**config.mk**
```make
export PLATFORM = sky130hd
export DESIGN_NAME = bridge_rx_flat
export DESIGN_NICKNAME = d
export VERILOG_FILES = /design/src/rtl/bridge_pkg.sv /design/src/rtl/bridge_rx_if.sv /design/src/rtl/bridge_rx_hex_decode.sv /design/src/rtl/bridge_rx.sv /design/src/flat_wrapper.sv
export SDC_FILE = /design/constraint.sdc
export NUM_CORES = 1
export LEC_CHECK = 0
export BUFFER_PORTS_ARGS = -buffer_cell sky130_fd_sc_hd__buf_4
export CORE_ASPECT_RATIO = 1.5
export CORE_MARGIN = 3
export CORE_UTILIZATION = 56
export DETAILED_ROUTE_END_ITERATION = 8
export GPL_ROUTABILITY_DRIVEN = 0
export GPL_TIMING_DRIVEN = 0
export PLACE_DENSITY = 0.79
export SKIP_LAST_GASP = 1
export SYNTH_ARGS = -nofsm -noshare
export SYNTH_HDL_FRONTEND = slang
export SYNTH_HIERARCHICAL = 1
export SYNTH_SLANG_ARGS = --single-unit
```
**constraint.sdc**
```tcl
create_clock -name clk -period 3.5 [get_ports clk]
set_input_delay 0.875 -clock clk [delete_from_list [all_inputs] [get_ports clk]]
set_output_delay 0.875 -clock clk [all_outputs]
set_load 0.01 [all_outputs]
```
**src/rtl/bridge_pkg.sv**
```systemverilog
// Shared definitions for the host-bridge receive path: ASCII codes, message
// lengths, parser states and the decoded request record.
package bridge_pkg;

    localparam logic [7:0] CHAR_R  = 8'h52;
    localparam logic [7:0] CHAR_W  = 8'h57;
    localparam logic [7:0] CHAR_CR = 8'h0D;
    localparam logic [7:0] CHAR_LF = 8'h0A;

    // Hex digits per message body: 4 for reads (addr), 8 for writes (addr+data)
    localparam logic [3:0] READ_LEN  = 4'd4;
    localparam logic [3:0] WRITE_LEN = 4'd8;

    typedef enum logic [1:0] {
        IDLE  = 2'd0,
        READ  = 2'd1,
        WRITE = 2'd2,
        ERROR = 2'd3
    } state_e;

    typedef struct packed {
        logic [15:0] addr;
        logic [15:0] data;
        logic        rw;
    } bus_req_t;

    function automatic logic is_eol(input logic [7:0] b);
        return (b == CHAR_CR) || (b == CHAR_LF);
    endfunction

endpackage

```
**src/rtl/bridge_rx_if.sv**
```systemverilog
// Byte-in / request-out signal bundle of the bridge receive parser.
interface bridge_rx_if;
    logic [7:0]  data_i;
    logic        valid_i;
    logic [15:0] addr_o;
    logic [15:0] data_o;
    logic        rw_o;
    logic        valid_o;

    modport slave (
        input  data_i, valid_i,
        output addr_o, data_o, rw_o, valid_o
    );

    modport master (
        output data_i, valid_i,
        input  addr_o, data_o, rw_o, valid_o
    );
endinterface

```
**src/rtl/bridge_rx_hex_decode.sv**
```systemverilog
// ASCII hex digit decoder: returns the nibble value and whether the byte is a
// hex digit at all (either letter case accepted).
module hex_decode (
    input  logic [7:0] i_byte,
    output logic [3:0] o_nibble,
    output logic       o_is_hex
);
    always_comb begin
        o_nibble = 4'h0;
        o_is_hex = 1'b0;
        if (i_byte >= 8'h30 && i_byte <= 8'h39) begin
            o_nibble = i_byte[3:0];
            o_is_hex = 1'b1;
        end else if ((i_byte >= 8'h41 && i_byte <= 8'h46) ||
                     (i_byte >= 8'h61 && i_byte <= 8'h66)) begin
            // 'A'/'a' have low nibble 1, so value = low nibble + 9
            o_nibble = i_byte[3:0] + 4'd9;
            o_is_hex = 1'b1;
        end
    end
endmodule

```
**src/rtl/bridge_rx.sv**
```systemverilog
// Receive-side parser: turns "Raaaa<EOL>" / "Waaaadddd<EOL>" byte streams into
// single-cycle bus requests; malformed lines are dropped up to the next EOL.
module bridge_rx
    import bridge_pkg::*;
(
    input  logic        clk,
    input  logic        rst_n,
    bridge_rx_if.slave  bus
);
    localparam logic [1:0] ST_IDLE  = IDLE;
    localparam logic [1:0] ST_READ  = READ;
    localparam logic [1:0] ST_WRITE = WRITE;
    localparam logic [1:0] ST_ERROR = ERROR;

    logic [1:0]  r_state;
    logic [3:0]  r_cnt;
    logic [15:0] r_addr_sh;
    logic [15:0] r_data_sh;
    bus_req_t    r_req;
    logic        r_valid;

    logic [3:0]  w_nib;
    logic        w_is_hex;
    logic        w_eol;

    hex_decode u_hex (
        .i_byte   (bus.data_i),
        .o_nibble (w_nib),
        .o_is_hex (w_is_hex)
    );

    assign w_eol = is_eol(bus.data_i);

    always_ff @(posedge clk) begin
        r_valid <= 1'b0;
        if (!rst_n) begin
            r_state   <= ST_IDLE;
            r_cnt     <= 4'd0;
            r_addr_sh <= 16'h0;
            r_data_sh <= 16'h0;
            r_req     <= '0;
        end else if (bus.valid_i) begin
            case (r_state)
                ST_IDLE: begin
                    r_cnt <= 4'd0;
                    if (bus.data_i == CHAR_R)      r_state <= ST_READ;
                    else if (bus.data_i == CHAR_W) r_state <= ST_WRITE;
                    else if (!w_eol)               r_state <= ST_ERROR;
                end
                ST_READ: begin
                    if (w_eol) begin
                        if (r_cnt == READ_LEN) begin
                            r_req   <= '{addr: r_addr_sh, data: 16'h0, rw: 1'b0};
                            r_valid <= 1'b1;
                        end
                        r_state <= ST_IDLE;
                    end else if (w_is_hex && r_cnt < READ_LEN) begin
                        r_addr_sh <= {r_addr_sh[11:0], w_nib};
                        r_cnt     <= r_cnt + 4'd1;
                    end else begin
                        r_state <= ST_ERROR;
                    end
                end
                ST_WRITE: begin
                    if (w_eol) begin
                        if (r_cnt == WRITE_LEN) begin
                            r_req   <= '{addr: r_addr_sh, data: r_data_sh, rw: 1'b1};
                            r_valid <= 1'b1;
                        end
                        r_state <= ST_IDLE;
                    end else if (w_is_hex && r_cnt < WRITE_LEN) begin
                        // First four digits form the address, the rest the data
                        if (r_cnt < READ_LEN) r_addr_sh <= {r_addr_sh[11:0], w_nib};
                        else                  r_data_sh <= {r_data_sh[11:0], w_nib};
                        r_cnt <= r_cnt + 4'd1;
                    end else begin
                        r_state <= ST_ERROR;
                    end
                end
                ST_ERROR: begin
                    if (w_eol) r_state <= ST_IDLE;
                end
                default: r_state <= ST_IDLE;
            endcase
        end
    end

    assign bus.addr_o  = r_req.addr;
    assign bus.data_o  = r_req.data;
    assign bus.rw_o    = r_req.rw;
    assign bus.valid_o = r_valid;

endmodule

```
**src/flat_wrapper.sv**
```systemverilog
// flat-port wrapper written by rule: the top's interface ports become plain ports
module bridge_rx_flat import bridge_pkg::*;
  (clk, rst_n, bus_data_i, bus_valid_i, bus_addr_o, bus_data_o, bus_rw_o, bus_valid_o);
  bridge_rx_if bus_i ();
  input  logic clk;
  input  logic rst_n;
  input wire logic [$bits(bus_i.data_i)-1:0] bus_data_i;
  input wire logic [$bits(bus_i.valid_i)-1:0] bus_valid_i;
  output wire logic [$bits(bus_i.addr_o)-1:0] bus_addr_o;
  output wire logic [$bits(bus_i.data_o)-1:0] bus_data_o;
  output wire logic [$bits(bus_i.rw_o)-1:0] bus_rw_o;
  output wire logic [$bits(bus_i.valid_o)-1:0] bus_valid_o;
  assign bus_i.data_i = bus_data_i;
  assign bus_i.valid_i = bus_valid_i;
  assign bus_addr_o = bus_i.addr_o;
  assign bus_data_o = bus_i.data_o;
  assign bus_rw_o = bus_i.rw_o;
  assign bus_valid_o = bus_i.valid_o;
  bridge_rx u_core (.clk(clk), .rst_n(rst_n), .bus(bus_i));
endmodule
```
==> flow_summary.ini, run 1 <==
[critical_path]
path_class = in2reg
path_max_fanout = 10
end_kind = flip-flop
cp_data_required_time_ns = 3.77
cp-startpoint = bus_data_i[4]
setup.worst_path.start_class = input pin
timing.rr.start = u_core/r_state[0]$_SDFFE_PN0P_
worstPathArrival_ns = 3.44

[finish]
drive_above_1_share_pct = 20.1
fin_util_pct = 70.0
nets = 396
layout_common_cells = dfxtp_1, nand2_1, buf_4
final_common_cell = dfxtp_1
instances_no_fill = 447
syn_to_final_growth_pct = 20.3
diodes = 0

[logic_synthesis]
synth_area_um2 = 3030
synth_edf_count = 0
synth_nets = 341
ys_warn_count = 6
ys.flop_type = dfxtp_1
ys_ff_latch = 72
seq_area_frac_synth_pct = 47.6
synth.distinct_cells = 49
syn_avg_cell_area_um2 = 9.50
async_reset_ff_share_pct = 0
synth_cells = 319

[floorplan]
rows = 32
die_h_um = 96.1
die-area_um2 = 6350
coreArea_um2 = 5200
ioPinCount = 45
initial_utilization_pct = 58.2
die_w_um = 66.1

[sta]
worst_pin_slew_ns = 0.638
clock.fmax_mhz = 315
setup_tns_ns = 0
hold_violations = 0
clock-skew-final_ns = 0.00797
layout_min_cycle_time_ns = 3.17
fin_crit_sh_pct = 90.7
setup_viol = 0
maxSlewHeadroom_pct = 57.4
rsz0062_at_grt = false
drv_slew = 0

[detailed_routing]
drt_first_pass_iters = 4
wl_per_cell_um = 14.8
ant_nets = 0
first_iter_violations = 121
post-route-drc-count = 0
viasPerCell = 5.59
num_vias = 2497
totalWireLength_mm = 6.63

[clocking]
path_clk_slew_ns = 0.07
cts-buffers-inserted = 9
clk_latency_ns = 0.34
root_buffer = clkbuf_8
clockBufferDepth = 2
cts_htree_levels = 3
cts.sinks = 72
cts_tree = built

[hold_path]
hold_class = reg2reg
hp-start = u_core/r_data_sh[15]$_SDFFE_PN0P_

[place]
port_buffers = 44
hpwlAfterDp_mm = 4.77
dp_cells = 431

[pwr]
cellPowerDensity_nw_per_um2 = 461
power.leakage_nw = 1.51
vdd_drop_max_v = 0.000267

[global_route]
grtUsageTotal_pct = 22.4
grt_pass1_wl_mm = 10.8
antenna_found_initial = 0
grt_max_degree = 14
grt_pass1_vias = 2411
overflow = 0

[run]
drv_cap = 0

[outcome]
outcome = finished clean
## layout make-up
type                       instances  area, um2
buffer                            15       75.1
sequential                        72       1440
tap                               68       85.1
clock inverter                     7       72.6
fill                             434       1560
timing repair buffer              44        330
multi-input combinational        212       1440
clock buffer                       9        124
inverter                          20       75.1
## registers in the layout, indices dropped and copies added (netlist names)
signal              flops
u_core/bus.rw_o         1
u_core/bus.valid_o      1
u_core/bus.addr_o      16
u_core/r_cnt            4
u_core/r_addr_sh       16
u_core/r_state          2
u_core/bus.data_o      16
u_core/r_data_sh       16
## critical path, stage by stage
cell,delay (ns)
buf_4,0.12
or4b_4,0.55
a311oi_2,0.34
or2_1,0.16
nor2b_1,0.28
nand2_1,0.11
nor2_2,0.40
buf_2,0.38
mux2i_1,0.22
## what timing repair did
item	CTS	global route
gates resized for setup	0	1
hold buffers	0	0
setup endpoints to repair	0	2
buffers inserted	0	0
## layer usage
| layer | global-route usage (%) | routed length (um) | vias up |
|---|---|---|---|
| li1 | - | - | 1245 |
| met2 | 40.2 | 3470 | 51 |
| met3 | 6.19 | 266 | 10 |
| met1 | 24.9 | 2780 | 1191 |
| met5 | 0 | 0 | - |
| met4 | 8.47 | 118 | 0 |
## cells in the mapped netlist (2+ instances only)
| master | instances | area [um2] |
|---|---|---|
| nand3_1 | 11 | 55.1 |
| nor2_1 | 6 | 22.5 |
| inv_1 | 20 | 75.1 |
| a21oi_1 | 4 | 20.0 |
| o21ai_0 | 25 | 125 |
| clkbuf_1 | 10 | 37.5 |
| mux2i_1 | 18 | 180 |
| nand2_1 | 56 | 210 |
| a32o_1 | 2 | 20.0 |
| buf_2 | 3 | 15.0 |
| a22o_1 | 30 | 263 |
| and2_1 | 4 | 25.0 |
| nor4_1 | 2 | 12.5 |
| nor3_1 | 2 | 10.0 |
| or2_2 | 2 | 12.5 |
| nor2b_1 | 4 | 25.0 |
| a21o_1 | 2 | 15.0 |
| ha_1 | 11 | 138 |
| buf_6 | 2 | 22.5 |
| nand3b_1 | 4 | 30.0 |
| dfxtp_1 | 72 | 1440 |
| nand4b_1 | 2 | 17.5 |
## per-stage QoR
stage	instance area [um2]	hold slack (ns)	worst slack [ns]	power, mW
after floorplan	3030	0.434	0.336	0.995
after detailed placement	3440	0.454	-0.194	1.06
final	3640	0.464	0.327	1.68
after global routing	3640	0.479	0.209	1.75
after global placement	3440	0.444	-0.202	1.05
after CTS	3640	0.467	0.139	1.69
## cells by family after synthesis
group | count (synthesis) | share of synthesized area, %
multiplexers | 18 | 5.95
buffers and inverters | 35 | 4.96
AND/OR/NAND/NOR | 103 | 16.9
AO/OA/AOI/OAI | 80 | 20.1
adder cells (fa/ha/maj) | 11 | 4.54
flip-flops | 72 | 47.6
## final timing paths
path | to | slack, ns | cells past startpoint
worst max-delay path | u_core/r_data_sh[1]$_SDFFE_PN0P_ | 0.33 | 9
worst min-delay path | u_core/r_data_sh[15]$_SDFFE_PN0P_ | 0.46 | 2
worst max register to register | u_core/bus.data_o[11]$_SDFFE_PN0P_ | 1.08 | 8
worst min register to register | u_core/r_data_sh[15]$_SDFFE_PN0P_ | 0.46 | 2
## where the power goes
| group | internal [mW] | total, mW | switching (mW) |
|---|---|---|---|
| Combinational | 0.0690 | 0.203 | 0.134 |
| Clock | 0.329 | 0.639 | 0.311 |
| Sequential | 0.827 | 0.836 | 0.00969 |
| Total | 1.22 | 1.68 | 0.455 |
No activity file was read; power rests on OpenSTA's default activity.
==> run 2: changes to the inputs <==
Settings changed: ABC_AREA set to 1, CORE_UTILIZATION 56 to 57, CTS_CLUSTER_SIZE set to 12.
==> flow_summary.ini, run 2 <==
[detailed_routing]
ant_nets = 0
wl_per_cell_um = 12.5
viasPerCell = 5.30
first_iter_violations = 126
drt_first_pass_iters = 4
totalWireLength_mm = 6.91
num_vias = 2936
post-route-drc-count = 0

[clocking]
cts_tree = built
cts-buffers-inserted = 9
cts_resized = 0
clockBufferDepth = 2
clk_latency_ns = 0.34
root_buffer = clkbuf_8
path_clk_slew_ns = 0.07
post-cts-setup-buffer-count = 0
cts_htree_levels = 3
holdBufCountCts = 0
cts.sinks = 72

[floorplan]
die-area_um2 = 6770
ioPinCount = 45
rows = 33
die_w_um = 68.2
die_h_um = 99.3
initial_utilization_pct = 59.8
coreArea_um2 = 5530

[logic_synthesis]
ys_ff_latch = 72
synth_edf_count = 0
ys_warn_count = 6
yosysMostFrequentCell = nand2_1
synth_top_area_cell = dfxtp_1
synth.distinct_cells = 35
seq_area_frac_synth_pct = 43.6
synth_area_um2 = 3310
synth_top_cell_area_share_pct = 43.6
synth_nets = 448
ys.flop_type = dfxtp_1
async_reset_ff_share_pct = 0
syn_avg_cell_area_um2 = 7.77
synth_area_leaders = dfxtp_1, nand2_1, a21oi_1
synthTopCellsByCount = nand2_1, dfxtp_1, nor2_1, a21oi_1, inv_1
synth_cells = 426

[global_route]
antenna_found_initial = 0
grt_pass1_vias = 2643
grtUsageTotal_pct = 21.5
grt_max_degree = 13
grt_pass1_wl_mm = 11.4
overflow = 0

[sta]
holdWs_ns = 0.462
clock.fmax_mhz = 399
maxSlewHeadroom_pct = 60.0
worst_pin_slew_ns = 0.600
rsz0062_at_grt = false
drv_slew = 0
layout_min_cycle_time_ns = 2.51
finalWorstSetupSlack_ns = 0.993
setup_tns_ns = 0
hold_violations = 0
clock-skew-final_ns = 0.0100
fin_crit_sh_pct = 71.6
setup_viol = 0

[finish]
register_area_um2 = 1440
n_fill_cell = 483
diodes = 0
nets = 502
final_common_cell = nand2_1
layout_common_cells = nand2_1, dfxtp_1, buf_4
fin_util_pct = 71.2
final_area_um2 = 3940
syn_to_final_growth_pct = 19.0
multiInputGateArea_um2 = 1580
instances_no_fill = 554
drive_above_1_share_pct = 24.0

[critical_path]
end_kind = flip-flop
worstPathArrival_ns = 2.71
ff2ff_path_depth = 8
path_max_fanout = 10
setup.worst_path.start_class = input pin
cp_data_required_time_ns = 3.70
path_class = in2reg

[outcome]
outcome = finished clean

[place]
port_buffers = 43
hpwlAfterDp_mm = 5.14
detailed_place.area_um2 = 3720
dp_cells = 539
place_ws_ns = 0.690

[pwr]
vdd_drop_max_v = 0.000270
power.leakage_nw = 1.59
total_power_mw = 1.86
cellPowerDensity_nw_per_um2 = 472

[hold_path]
whs_path_depth = 2
hold_class = reg2reg

[run]
drv_cap = 0
[run 2: cell count changes in the layout (fill, tap and decap cells not counted), moves of 4 or more]
cell and delta:
mux2i_1 -18, and2_1 -4, nand2_2 +14, nand4_1 +22
o21ai_0 +8, a21oi_2 +10, a22o_1 -30, nor2_1 +39
inv_1 +15, nor2b_1 -4, inv_2 +6, nand2_1 +19
a21oi_1 +39
[run 2: cells by family (layout without fill, tap and decap cells)]
family,Yosys count,after routing,share of synthesized area [%]
buffers and inverters,63,121,8.81
AO/OA/AOI/OAI,94,94,16.0
adder cells (fa/ha/maj),11,11,4.16
flip-flops,72,72,43.6
AND/OR/NAND/NOR,185,185,27.2
XOR/XNOR,1,1,0.265
[run 2: worst max-delay path, stage by stage]
cell     delay (ns)
buf_4          0.13
inv_1          0.11
ha_1           0.19
nand2_1        0.07
nand3_2        0.10
nand2_1        0.07
nand2_1        0.11
nand2_2        0.08
a21oi_2        0.16
nand2_2        0.09
a21oi_4        0.26
nand3_4        0.16
buf_6          0.18
nand2_1        0.06
a21oi_1        0.05
[run 2: final timing paths]
| check | start | end | slack [ns] |
|---|---|---|---|
| setup reg to reg | u_core/r_state[0]$_SDFFE_PN0P_ | u_core/r_data_sh[14]$_SDFFE_PN0P_ | 1.61 |
| hold / removal | u_core/r_addr_sh[13]$_SDFFE_PN0P_ | u_core/r_addr_sh[13]$_SDFFE_PN0P_ | 0.46 |
| setup / recovery | bus_data_i[0] | u_core/r_addr_sh[1]$_SDFFE_PN0P_ | 0.99 |
| hold reg to reg | u_core/r_addr_sh[13]$_SDFFE_PN0P_ | u_core/r_addr_sh[13]$_SDFFE_PN0P_ | 0.46 |
[run 2: per-layer routing]
| layer | part of all wire [%] | track usage (%) | vias to the layer above |
|---|---|---|---|
| li1 | - | - | 1513 |
| met1 | 41 | 25.2 | 1340 |
| met2 | 53 | 37.1 | 69 |
| met3 | 3.8 | 4.07 | 14 |
| met4 | 2.2 | 9.19 | 0 |
| met5 | 0 | 0 | - |
[run 2: report_power, final]
| group | total [mW] | switching, mW | internal, mW |
|---|---|---|---|
| combinational | 0.283 | 0.177 | 0.106 |
| clock | 0.709 | 0.293 | 0.416 |
| sequential | 0.867 | 0.0183 | 0.849 |
[run 2: cell type report]
cell class | instances | area share [%]
timing repair buffer | 43 | 8.20
multi-input combinational | 291 | 40.0
tap | 70 | 2.22
inverter | 42 | 4.00
sequential | 72 | 36.6
clock buffer | 10 | 3.50
clock inverter | 5 | 2.07
buffer | 21 | 3.40
==> run 3: changes to the inputs <==
Settings changed: CORE_UTILIZATION 57 to 51, PLACE_DENSITY 0.79 to 0.75.
Clock period 3.5 ns to 2.17 ns, I/O delays scaled along.
==> flow_summary.ini, run 3 (synthesis results as in run 2) <==
[outcome]
outcome = finished clean

[place]
dp_cells = 543
port_buffers = 43
hpwlAfterDp_mm = 5.17

[global_route]
overflow = 0
grt_pass1_wl_mm = 12.1
grt_max_degree = 14
grtUsageTotal_pct = 20.2
grt_pass1_vias = 2819
antenna_found_initial = 0

[sta]
layout_min_cycle_time_ns = 2.02
maxSlewHeadroom_pct = 60.2
clock.fmax_mhz = 496
fin_crit_sh_pct = 93.0
worst_pin_slew_ns = 0.597
drv_slew = 0
setup_viol = 0
rsz0062_at_grt = true
clock-skew-final_ns = 0.00758
holdWs_ns = 0.457
hold_violations = 0

[detailed_routing]
ant_nets = 0
totalWireLength_mm = 6.95
wl_per_cell_um = 12.4
drt_first_pass_iters = 5
num_vias = 2889
post-route-drc-count = 0
first_iter_violations = 176
viasPerCell = 5.14

[critical_path]
max_stage_delay_ns = 0.20
timing.rr.start = u_core/r_state[0]$_SDFFE_PN0P_
setup.worst_path.start_class = input pin
ff2ff_path_depth = 8
rr_endpoint = u_core/r_data_sh[1]$_SDFFE_PN0P_
path_class = in2reg
cp_common_cell = nand2_1
cp_data_required_time_ns = 2.38
critPathSlowestCell = a21oi_4
path_cells = buf_4 > inv_1 > ha_1 > nand2_1 > nand3_2 > nand2_1 > nand2_1 > nand2_2 > a21oi_2 > nand2_2 > a21oi_4 > nand3_4 > buf_6 > nand2_1 > a21oi_1
r2r_setup_slack_ns = 0.30
path_max_fanout = 10
worstPathArrival_ns = 2.23
end_kind = flip-flop

[clocking]
clk_latency_ns = 0.35
cts-buffers-inserted = 9
cts_resized = 0
root_buffer = clkbuf_8
path_clk_slew_ns = 0.07
cts_htree_levels = 3
cts_tree = built
clockBufferDepth = 2
cts.sinks = 72
holdBufCountCts = 0

[pwr]
clock_power_share_pct = 38.3
total_power_mw = 3.01
pwr-share-seq_pct = 46.5
cellPowerDensity_nw_per_um2 = 758
switchingPower_uw = 816
vdd_drop_max_v = 0.000376
power.leakage_nw = 1.61
pwr-share-comb_pct = 15.2
p_int_mw = 2.19
netSwitchingFraction_pct = 27.1

[finish]
final_common_cell = nand2_1
layout_common_cells = nand2_1, dfxtp_1, buf_4
instances_no_fill = 562
diodes = 0
syn_to_final_growth_pct = 19.9
nets = 505
fin_util_pct = 63.8
drive_above_1_share_pct = 24.6

[hold_path]
hold_end = u_core/r_addr_sh[14]$_SDFFE_PN0P_
whs_path_depth = 2
hold_class = reg2reg
hp-start = u_core/r_addr_sh[14]$_SDFFE_PN0P_

[floorplan]
coreArea_um2 = 6220
die_w_um = 71.8
die-area_um2 = 7510
ioPinCount = 45
initial_utilization_pct = 53.2
die_h_um = 105
rows = 35

[run]
drv_cap = 0
-- run 3: cell type report --
type,instances,area (um2)
Tap cell,74,92.6
Sequential cell,72,1440
Clock inverter,7,96.3
Multi-Input combinational cell,291,1580
Timing Repair Buffer,46,345
Clock buffer,9,124
Buffer,21,134
Inverter,42,158
Fill cell,575,2250
-- run 3: power groups by stage --
stage          Clock, mW  Combinational [mW]  Sequential, mW
2_1_floorplan          0               0.299            1.44
3_5_place_dp           0               0.459            1.43
3_3_place_gp           0               0.446            1.43
5_1_grt             1.24               0.518            1.40
4_1_cts             1.18               0.460            1.40
6_report            1.15               0.457            1.40
-- run 3: what timing repair did --
item | 4_1_cts | 5_1_grt
endpoints found under the hold margin | 0 | 0
setup buffers | 0 | 3
setup endpoints to repair | 0 | 19
-- run 3: worst max path at each step --
stage | startpoint | end | slack [ns]
2_1_floorplan | bus_data_i[0] | u_core/r_addr_sh[10]$_SDFFE_PN0P_ | 0.10
3_3_place_gp | bus_data_i[1] | u_core/r_addr_sh[15]$_SDFFE_PN0P_ | -0.22
3_5_place_dp | bus_data_i[0] | u_core/r_addr_sh[10]$_SDFFE_PN0P_ | -0.27
4_1_cts | bus_data_i[0] | u_core/r_addr_sh[15]$_SDFFE_PN0P_ | 0.1
5_1_grt | bus_data_i[0] | u_core/r_addr_sh[0]$_SDFFE_PN0P_ | -0.006
6_report | bus_data_i[0] | u_core/r_addr_sh[11]$_SDFFE_PN0P_ | 0.15
-- run 3: metrics by stage --
stage | TNS [ns] | instance area (um2) | worst slack (ns)
6_report | 0 | 3970 | 0.153
4_1_cts | 0 | 3940 | 0.0959
3_5_place_dp | -5.39 | 3720 | -0.275
5_1_grt | -0.00613 | 3970 | -0.00613
2_1_floorplan | 0 | 3310 | 0.102
3_3_place_gp | -3.68 | 3720 | -0.224
-- run 3: worst max-delay path, delay by kind of cell --
| kind | cells | cell delay [ns] |
|---|---|---|
| fa+ha+maj | 1 | 0.18 |
| buf+inv | 3 | 0.42 |
| simple gates | 8 | 0.68 |
| compound gates | 3 | 0.40 |
-- run 3: routing by layer --
layer | wire length, um | GRT usage, % | share of wire, %
met1 | 2910 | 22.1 | 42
met2 | 3640 | 35.7 | 52
met4 | 75 | 7.26 | 1.1
met5 | 0 | 0 | 0
met3 | 330 | 6.16 | 4.7
